File: src/rtl/ysyx_23060072_lsu_stage_hs_pkg.sv
// ----------------------------------------------------------------------------
// ysyx_23060072_lsu_stage_hs_pkg
//   Shared definitions for the handshaked LSU stage:
//     - lsu_size_e  : access-size codes carried on lsu_type_i
//     - lsu_state_e : request/response FSM state encoding
//   Optional build macro used by the top level: LSU_PERF_CNT_EN
//   (adds load/store/stall performance counters).
// ----------------------------------------------------------------------------
`timescale 1ns/1ps

package ysyx_23060072_lsu_stage_hs_pkg;

  // Access size as encoded on lsu_type_i.
  typedef enum logic [1:0] {
    SZ_B = 2'b00,
    SZ_H = 2'b01,
    SZ_W = 2'b10,
    SZ_D = 2'b11
  } lsu_size_e;

  // Bus transaction FSM.
  typedef enum logic [1:0] {
    ST_IDLE = 2'b00,
    ST_REQ  = 2'b01,
    ST_WAIT = 2'b10
  } lsu_state_e;

endpackage

File: src/rtl/ysyx_23060072_lsu_align.sv
// ----------------------------------------------------------------------------
// ysyx_23060072_lsu_align
//   Purely combinational byte-lane helper for the LSU stage.
//   Store side : shifts store data into its byte lane and builds the strobes.
//   Load side  : extracts the addressed lane from the bus word and zero- or
//                sign-extends it to XLEN.
//   Ports:
//     st_size_i, st_off_i, st_data_i -> st_wdata_o, st_wstrb_o
//     ld_size_i, ld_off_i, ld_signed_i, ld_rdata_i -> ld_data_o
// ----------------------------------------------------------------------------
`timescale 1ns/1ps

module ysyx_23060072_lsu_align
  import ysyx_23060072_lsu_stage_hs_pkg::*;
#(
  parameter int XLEN   = 32,
  parameter int STRB_W = XLEN / 8,
  parameter int OFF_W  = $clog2(STRB_W)
) (
  input  logic [1:0]        st_size_i,
  input  logic [OFF_W-1:0]  st_off_i,
  input  logic [XLEN-1:0]   st_data_i,
  output logic [XLEN-1:0]   st_wdata_o,
  output logic [STRB_W-1:0] st_wstrb_o,
  input  logic [1:0]        ld_size_i,
  input  logic [OFF_W-1:0]  ld_off_i,
  input  logic              ld_signed_i,
  input  logic [XLEN-1:0]   ld_rdata_i,
  output logic [XLEN-1:0]   ld_data_o
);

  // Strobe pattern for an access of the given size starting at byte lane off.
  function automatic logic [STRB_W-1:0] st_strobe(input logic [1:0] sz,
                                                   input logic [OFF_W-1:0] off);
    logic [STRB_W-1:0] base;
    case (lsu_size_e'(sz))
      SZ_B:    base = STRB_W'(1);
      SZ_H:    base = STRB_W'(3);
      SZ_W:    base = STRB_W'(15);
      default: base = '1;
    endcase
    return base << off;
  endfunction

  // Keep the low lane bytes and fill the upper bits with zeros or the lane's
  // sign bit. A full-width access passes through untouched.
  function automatic logic [XLEN-1:0] ld_extend(input logic [XLEN-1:0] v,
                                                 input logic [1:0] sz,
                                                 input logic sgn);
    logic [XLEN-1:0] mask;
    logic            sbit;
    case (lsu_size_e'(sz))
      SZ_B: begin
        mask = XLEN'(8'hFF);
        sbit = v[7];
      end
      SZ_H: begin
        mask = XLEN'(16'hFFFF);
        sbit = v[15];
      end
      SZ_W: begin
        mask = XLEN'(32'hFFFF_FFFF);
        sbit = v[31];
      end
      default: begin
        mask = '1;
        sbit = 1'b0;
      end
    endcase
    return (v & mask) | ((sgn && sbit) ? ~mask : '0);
  endfunction

  logic [XLEN-1:0] ld_lane;

  always_comb begin
    st_wdata_o = st_data_i << {st_off_i, 3'b000};
    st_wstrb_o = st_strobe(st_size_i, st_off_i);
    ld_lane    = ld_rdata_i >> {ld_off_i, 3'b000};
    ld_data_o  = ld_extend(ld_lane, ld_size_i, ld_signed_i);
  end

endmodule

File: src/rtl/ysyx_23060072_lsu_stage_hs.sv
// ----------------------------------------------------------------------------
// ysyx_23060072_lsu_stage_hs
//   LSU pipeline stage between ex_stage and wb_stage. Forms the effective
//   address, runs one memory transaction at a time over a valid/ready
//   request bus with an always-accepted response channel, aligns load data,
//   and registers the writeback bundle behind a valid/ready output register.
//
//   Ports:
//     clk, rst_n (synchronous, active-low)
//     in_valid_i / in_ready_o           ex_stage bundle handshake
//     wb_flag_i, lsu_type_i, store_flag_i, load_flag_i, lsu_signed_i,
//     wb_addr_i, wb_data_i, operand_a_i, operand_b_i, operand_imm_i
//     mem_req_*                         request channel (valid/ready)
//     mem_resp_*                        response channel (valid only)
//     out_valid_o / out_ready_i         wb_stage bundle handshake
//     wb_flag_o, wb_addr_o, wb_data_lsu_o, load_flag_o,
//     exc_misalign_o, exc_bus_err_o     registered writeback bundle
//     lsu_hold_flag_o                   stall indication, = !in_ready_o
//
//   Build option LSU_PERF_CNT_EN adds perf_load_cnt_o, perf_store_cnt_o and
//   perf_stall_cnt_o (32-bit, wrapping).
// ----------------------------------------------------------------------------
`timescale 1ns/1ps

module ysyx_23060072_lsu_stage_hs
  import ysyx_23060072_lsu_stage_hs_pkg::*;
#(
  parameter int XLEN   = 32,
  parameter int REG_AW = 5,
  parameter int STRB_W = XLEN / 8
) (
  input  logic              clk,
  input  logic              rst_n,
  input  logic              in_valid_i,
  output logic              in_ready_o,
  input  logic              wb_flag_i,
  input  logic [1:0]        lsu_type_i,
  input  logic              store_flag_i,
  input  logic              load_flag_i,
  input  logic              lsu_signed_i,
  input  logic [REG_AW-1:0] wb_addr_i,
  input  logic [XLEN-1:0]   wb_data_i,
  input  logic [XLEN-1:0]   operand_a_i,
  input  logic [XLEN-1:0]   operand_b_i,
  input  logic [XLEN-1:0]   operand_imm_i,
  output logic              mem_req_valid_o,
  input  logic              mem_req_ready_i,
  output logic [XLEN-1:0]   mem_req_addr_o,
  output logic              mem_req_wen_o,
  output logic [XLEN-1:0]   mem_req_wdata_o,
  output logic [STRB_W-1:0] mem_req_wstrb_o,
  input  logic              mem_resp_valid_i,
  input  logic [XLEN-1:0]   mem_resp_rdata_i,
  input  logic              mem_resp_err_i,
  output logic              out_valid_o,
  input  logic              out_ready_i,
  output logic              wb_flag_o,
  output logic [REG_AW-1:0] wb_addr_o,
  output logic [XLEN-1:0]   wb_data_lsu_o,
  output logic              load_flag_o,
  output logic              lsu_hold_flag_o,
  output logic              exc_misalign_o,
  output logic              exc_bus_err_o
`ifdef LSU_PERF_CNT_EN
  ,
  output logic [31:0]       perf_load_cnt_o,
  output logic [31:0]       perf_store_cnt_o,
  output logic [31:0]       perf_stall_cnt_o
`endif
);

  localparam int OFF_W = $clog2(STRB_W);

  // Size/offset misalignment. A double access on a 32-bit datapath can never
  // be serviced, so it is reported as misaligned regardless of address.
  function automatic logic misaligned(input logic [1:0] sz,
                                      input logic [OFF_W-1:0] off);
    logic mis;
    case (lsu_size_e'(sz))
      SZ_B:    mis = 1'b0;
      SZ_H:    mis = off[0];
      SZ_W:    mis = |off[1:0];
      default: mis = (XLEN == 32) ? 1'b1 : (|off);
    endcase
    return mis;
  endfunction

  lsu_state_e state_q, state_d;

  logic [XLEN-1:0]   ea;
  logic [OFF_W-1:0]  ea_off;
  logic              is_mem;
  logic              is_mis;
  logic              accept;
  logic              start_mem;
  logic              load_direct;
  logic              load_resp;
  logic [XLEN-1:0]   st_wdata;
  logic [STRB_W-1:0] st_wstrb;
  logic [XLEN-1:0]   ld_data;

  // Transaction held across REQ/WAIT.
  logic [XLEN-1:0]   addr_q;
  logic [1:0]        size_q;
  logic [OFF_W-1:0]  off_q;
  logic              sgn_q;
  logic              wen_q;
  logic              ld_q;
  logic              wbf_q;
  logic [REG_AW-1:0] rd_q;
  logic [XLEN-1:0]   wdata_q;
  logic [STRB_W-1:0] wstrb_q;

  always_comb begin
    ea          = operand_a_i + operand_imm_i;
    ea_off      = ea[OFF_W-1:0];
    is_mem      = load_flag_i | store_flag_i;
    is_mis      = misaligned(lsu_type_i, ea_off);
    in_ready_o  = (state_q == ST_IDLE) && (!out_valid_o || out_ready_i);
    accept      = in_valid_i && in_ready_o;
    start_mem   = accept && is_mem && !is_mis;
    // Non-memory and misaligned bundles bypass the bus entirely.
    load_direct = accept && (!is_mem || is_mis);
    // The response channel is only meaningful in WAIT; anything else is stray.
    load_resp   = (state_q == ST_WAIT) && mem_resp_valid_i;
    lsu_hold_flag_o = !in_ready_o;
  end

  ysyx_23060072_lsu_align #(
    .XLEN   (XLEN),
    .STRB_W (STRB_W),
    .OFF_W  (OFF_W)
  ) u_align (
    .st_size_i   (lsu_type_i),
    .st_off_i    (ea_off),
    .st_data_i   (operand_b_i),
    .st_wdata_o  (st_wdata),
    .st_wstrb_o  (st_wstrb),
    .ld_size_i   (size_q),
    .ld_off_i    (off_q),
    .ld_signed_i (sgn_q),
    .ld_rdata_i  (mem_resp_rdata_i),
    .ld_data_o   (ld_data)
  );

  // ---- FSM state register ----
  always_ff @(posedge clk) begin
    if (!rst_n) begin
      state_q <= ST_IDLE;
    end else begin
      state_q <= state_d;
    end
  end

  always_comb begin
    state_d = state_q;
    case (state_q)
      ST_IDLE: if (start_mem)        state_d = ST_REQ;
      ST_REQ:  if (mem_req_ready_i)  state_d = ST_WAIT;
      ST_WAIT: if (mem_resp_valid_i) state_d = ST_IDLE;
      default:                       state_d = ST_IDLE;
    endcase
  end

  // ---- Request capture: fields frozen until the transaction completes ----
  always_ff @(posedge clk) begin
    if (start_mem) begin
      addr_q  <= {ea[XLEN-1:OFF_W], {OFF_W{1'b0}}};
      size_q  <= lsu_type_i;
      off_q   <= ea_off;
      sgn_q   <= lsu_signed_i;
      wen_q   <= store_flag_i;
      ld_q    <= load_flag_i && !store_flag_i;
      wbf_q   <= wb_flag_i;
      rd_q    <= wb_addr_i;
      wdata_q <= st_wdata;
      wstrb_q <= store_flag_i ? st_wstrb : '0;
    end
  end

  always_comb begin
    mem_req_valid_o = (state_q == ST_REQ);
    mem_req_addr_o  = addr_q;
    mem_req_wen_o   = wen_q;
    mem_req_wdata_o = wdata_q;
    mem_req_wstrb_o = wstrb_q;
  end

  // ---- Writeback output register ----
  always_ff @(posedge clk) begin
    if (!rst_n) begin
      out_valid_o    <= 1'b0;
      wb_flag_o      <= 1'b0;
      wb_addr_o      <= '0;
      wb_data_lsu_o  <= '0;
      load_flag_o    <= 1'b0;
      exc_misalign_o <= 1'b0;
      exc_bus_err_o  <= 1'b0;
    end else if (load_direct) begin
      out_valid_o    <= 1'b1;
      wb_flag_o      <= is_mem ? 1'b0 : wb_flag_i;
      wb_addr_o      <= wb_addr_i;
      wb_data_lsu_o  <= is_mem ? '0 : wb_data_i;
      load_flag_o    <= load_flag_i && !store_flag_i;
      exc_misalign_o <= is_mem;
      exc_bus_err_o  <= 1'b0;
    end else if (load_resp) begin
      out_valid_o    <= 1'b1;
      wb_flag_o      <= wbf_q && ld_q && !mem_resp_err_i;
      wb_addr_o      <= rd_q;
      wb_data_lsu_o  <= ld_q ? ld_data : '0;
      load_flag_o    <= ld_q;
      exc_misalign_o <= 1'b0;
      exc_bus_err_o  <= mem_resp_err_i;
    end else if (out_ready_i) begin
      out_valid_o    <= 1'b0;
    end
  end

`ifdef LSU_PERF_CNT_EN
  // ---- Performance counters ----
  always_ff @(posedge clk) begin
    if (!rst_n) begin
      perf_load_cnt_o  <= '0;
      perf_store_cnt_o <= '0;
      perf_stall_cnt_o <= '0;
    end else begin
      if (load_resp && ld_q)   perf_load_cnt_o  <= perf_load_cnt_o + 32'd1;
      if (load_resp && wen_q)  perf_store_cnt_o <= perf_store_cnt_o + 32'd1;
      if (lsu_hold_flag_o)     perf_stall_cnt_o <= perf_stall_cnt_o + 32'd1;
    end
  end
`endif

endmodule

File: config.mk
export PLATFORM = sky130hd
export DESIGN_NAME = ysyx_23060072_lsu_stage_hs
export DESIGN_NICKNAME = d
export VERILOG_FILES = /design/src/rtl/ysyx_23060072_lsu_stage_hs_pkg.sv /design/src/rtl/ysyx_23060072_lsu_align.sv /design/src/rtl/ysyx_23060072_lsu_stage_hs.sv
export SDC_FILE = /design/constraint.sdc
export NUM_CORES = 1
export LEC_CHECK = 0
export ABC_AREA = 0
export CAP_MARGIN = 30
export CELL_PAD_IN_SITES_DETAIL_PLACEMENT = 1
export CELL_PAD_IN_SITES_GLOBAL_PLACEMENT = 1
export CORE_MARGIN = 2
export CORE_UTILIZATION = 35
export CTS_BUF_LIST = sky130_fd_sc_hd__clkbuf_4
export CTS_CLUSTER_DIAMETER = 40
export DETAILED_ROUTE_END_ITERATION = 6
export PLACE_DENSITY = 0.89
export SLEW_MARGIN = 30
export SYNTH_ARGS = -nofsm -noshare
export SYNTH_HDL_FRONTEND = slang
export SYNTH_SLANG_ARGS = --single-unit
export TNS_END_PERCENT = 1
File: constraint.sdc
create_clock -name clk -period 11.4 [get_ports clk]
set_clock_uncertainty 0.15 [all_clocks]
set_input_delay 1.14 -clock clk [delete_from_list [all_inputs] [get_ports clk]]
set_output_delay 1.14 -clock clk [all_outputs]
set_load 0.02 [all_outputs]
==> results.json <==
{
  "syn_area_um2": 7035,
  "max-slew-margin-rel_pct": 39.30,
  "rsz0062_at_grt": "no",
  "pwr-share-seq_pct": 40.2,
  "area_growth_pct": 49.51,
  "p_comb_share_pct": 30.4,
  "grt_max_degree": 50,
  "hold_viol": 0,
  "cap_violations": 0,
  "drtIter0Drc": 267,
  "rows": 51,
  "worst_pin_slew_ns": 0.9105,
  "setup_tns_ns": 0,
  "synth_adder_area_share_pct": 5.798,
  "clkSinkCount": 123,
  "start_util_pct": 35.91,
  "ctsHoldBuffers": 0,
  "crit_fanout": 41,
  "post-cts-setup-buffer-count": 0,
  "dr.pass1.iters": 4,
  "fp.dieW_um": 145.8,
  "synth_top_cell_by_area": "edfxtp_1",
  "r2r_start": "out_valid_o",
  "ys_types": 57,
  "switchingPower_uw": 411.3,
  "p_per_area_nw_per_um2": 127.7,
  "synth_top_area_share_pct": 33.72,
  "synth_most_common_cell": "a21oi_1",
  "clock_latency_ns": 0.50,
  "cts-root-buf": "clkbuf_4",
  "crit_start": "operand_imm_i[0]",
  "synthXorXnorAreaFrac_pct": 3.735,
  "crit_required_ns": 11.70,
  "ys_seq_area_share_pct": 46.24,
  "synthTopCellsByArea": "edfxtp_1, dfxtp_1, a21oi_1",
  "drive_above_1_share_pct": 5.025,
  "ctsResizeCount": 0,
  "crit_arrival_ns": 4.62,
  "vias_per_cell": 5.257,
  "vdd_drop_max_mv": 0.07342,
  "p_sw_share_pct": 30.63,
  "place_ws_ns": 6.596,
  "yosysWarnings": 0,
  "cts_made_buffers": 17,
  "hp-start": "exc_misalign_o",
  "antenna_found_initial": 2,
  "maxClockFrequency_mhz": 231.4,
  "die_h_um": 145.8,
  "grt_pass1_vias": 7232,
  "drv_slew": 0,
  "path_clk_slew_ns": 0.12,
  "p_int_uw": 931.6,
  "dp_hpwl_mm": 19.58,
  "num_io_pins": 292,
  "htree_levels": 4,
  "synth_common_cells": "a21oi_1, nor2_1, edfxtp_1",
  "cts_tree": "built",
  "p_clk_share_pct": 29.4,
  "cp-start-kind": "primary input",
  "worstHoldPathType": "register to register",
  "muxShareOfSynthArea_pct": 6.011,
  "wirelength_mm": 25.18,
  "port-buffer-count": 289,
  "grt_use_total_pct": 23.32,
  "cts_buffer_depth": 2,
  "core_um2": 19590,
  "wire_per_inst_um": 19.65,
  "yosys.area_share.simple_pct": 13.62,
  "drc": 0,
  "crit_path_end_kind": "register",
  "syn-mean-instance-area_um2": 9.598,
  "criticalPathCategory": "primary input to register",
  "min_period_over_period_pct": 37.90,
  "synthArstFlopShare_pct": 0,
  "synth_top_family_by_area": "compound AO/OA/AOI/OAI gates",
  "antenna_left": 0,
  "setup_viol_count_final": 0,
  "grt_overflow": 0,
  "nets": 1212,
  "power.leakage_uw": 0.003937,
  "final.setup.worst_slack_ns": 7.079,
  "syn_inst": 733,
  "vias": 6734,
  "synth_enable_flop_cells": 79,
  "design.die.area_um2": 21250,
  "place.gp.congestion": 0.8970,
  "synth-seq-cells": 123,
  "synth_flop_cell": "edfxtp_1",
  "fillers": 2199,
  "min_period_ns": 4.321,
  "grt_first_pass_wirelength_mm": 39.24,
  "synth-compound-area-share_pct": 21.27,
  "status": "completed"
}
## layout by cell type (no fill, tap or decap), types with 13 or more instances in the layout
cell type and n:
clkbuf_4 17, edfxtp_1 79, a21oi_1 85, nor3_1 13, ha_1 30, nor2b_1 20, mux2i_1 40, a221oi_1 18
nand2_1 50, xnor2_1 20, o21ai_0 63, clkdlybuf4s50_1 289, a211oi_1 33, nor2_1 82, dfxtp_1 44
## flip-flops by register name, indices dropped and copies added, names as in the netlist
signal,count
ld_q,1
wb_addr_o,5
sgn_q,1
mem_req_wdata_o,32
mem_req_wen_o,1
mem_req_addr_o,30
wb_flag_o,1
state_q,2
off_q,2
load_flag_o,1
mem_req_wstrb_o,4
rd_q,5
out_valid_o,1
exc_bus_err_o,1
wb_data_lsu_o,32
wbf_q,1
size_q,2
exc_misalign_o,1
## final timing paths
path | endpoint | slack [ns] | cells past startpoint
hold / removal | exc_misalign_o | 0.35 | 2
hold reg to reg | exc_misalign_o | 0.35 | 2
setup / recovery | wb_data_lsu_o[31] | 7.08 | 9
setup reg to reg | mem_req_wdata_o[26] | 8.50 | 5
## critical path, cell delays in order
cell and delay (ns):
clkdlybuf4s50_1 0.41, ha_2 0.93, a21oi_1 0.20, o22ai_1 0.38, and2_1 0.60, nand2b_1 0.18
buf_4 0.40, o21ai_0 0.20, nor2_1 0.13
## layout make-up
cell class,instances,area (µm²),area share (%)
clock inverter,15,244.0,2.320
inverter,11,41.29,0.3925
sequential,123,3253,30.93
antenna,1,2.502,0.02379
tap,265,331.6,3.152
clock buffer,17,127.6,1.213
timing repair buffer,295,2938,27.93
multi-input combinational,554,3581,34.04
## logic make-up (layout without fill, tap and decap cells)
| kind of cell | Yosys count | in the layout |
|---|---|---|
| flip-flops | 123 | 123 |
| XOR/XNOR | 30 | 30 |
| AO/OA/AOI/OAI | 241 | 241 |
| multiplexers | 41 | 41 |
| other | 1 | 3 |
| buffers and inverters | 57 | 338 |
| adder cells (fa/ha/maj) | 32 | 32 |
| AND/OR/NAND/NOR | 208 | 208 |
## metrics by stage
stage / instances / util, % / hold slack (ns) / total power [µW] / area [µm²]
2_1_floorplan: 734 / - / 0.3834 / 767.6 / 7039
3_3_place_gp: 1248 / 51.75 / 0.3294 / 943.1 / 10140
3_5_place_dp: 1248 / 51.79 / 0.3294 / 957.4 / 10140
4_1_cts: 1280 / 53.68 / 0.3497 / 1358 / 10520
5_1_grt: 1281 / 53.69 / 0.3704 / 1411 / 10520
6_report: 1281 / 53.69 / 0.3457 / 1343 / 10520
## power by group through the flow
stage	logic [µW]	registers, µW	clock network [µW]
after floorplan	180	587	0
after global placement	395	548	0
after detailed placement	409	549	0
after CTS	410	540	409
after global routing	442	544	426
final	409	539	395
## routing by layer
| layer | track usage (%) | share of wire, % |
|---|---|---|
| met3 | 7.806 | 8.0 |
| met5 | 0 | 0.052 |
| met4 | 6.618 | 1.9 |
| met1 | 26.65 | 40 |
| met2 | 41.49 | 50 |
(Power assumes the default switching activity.)
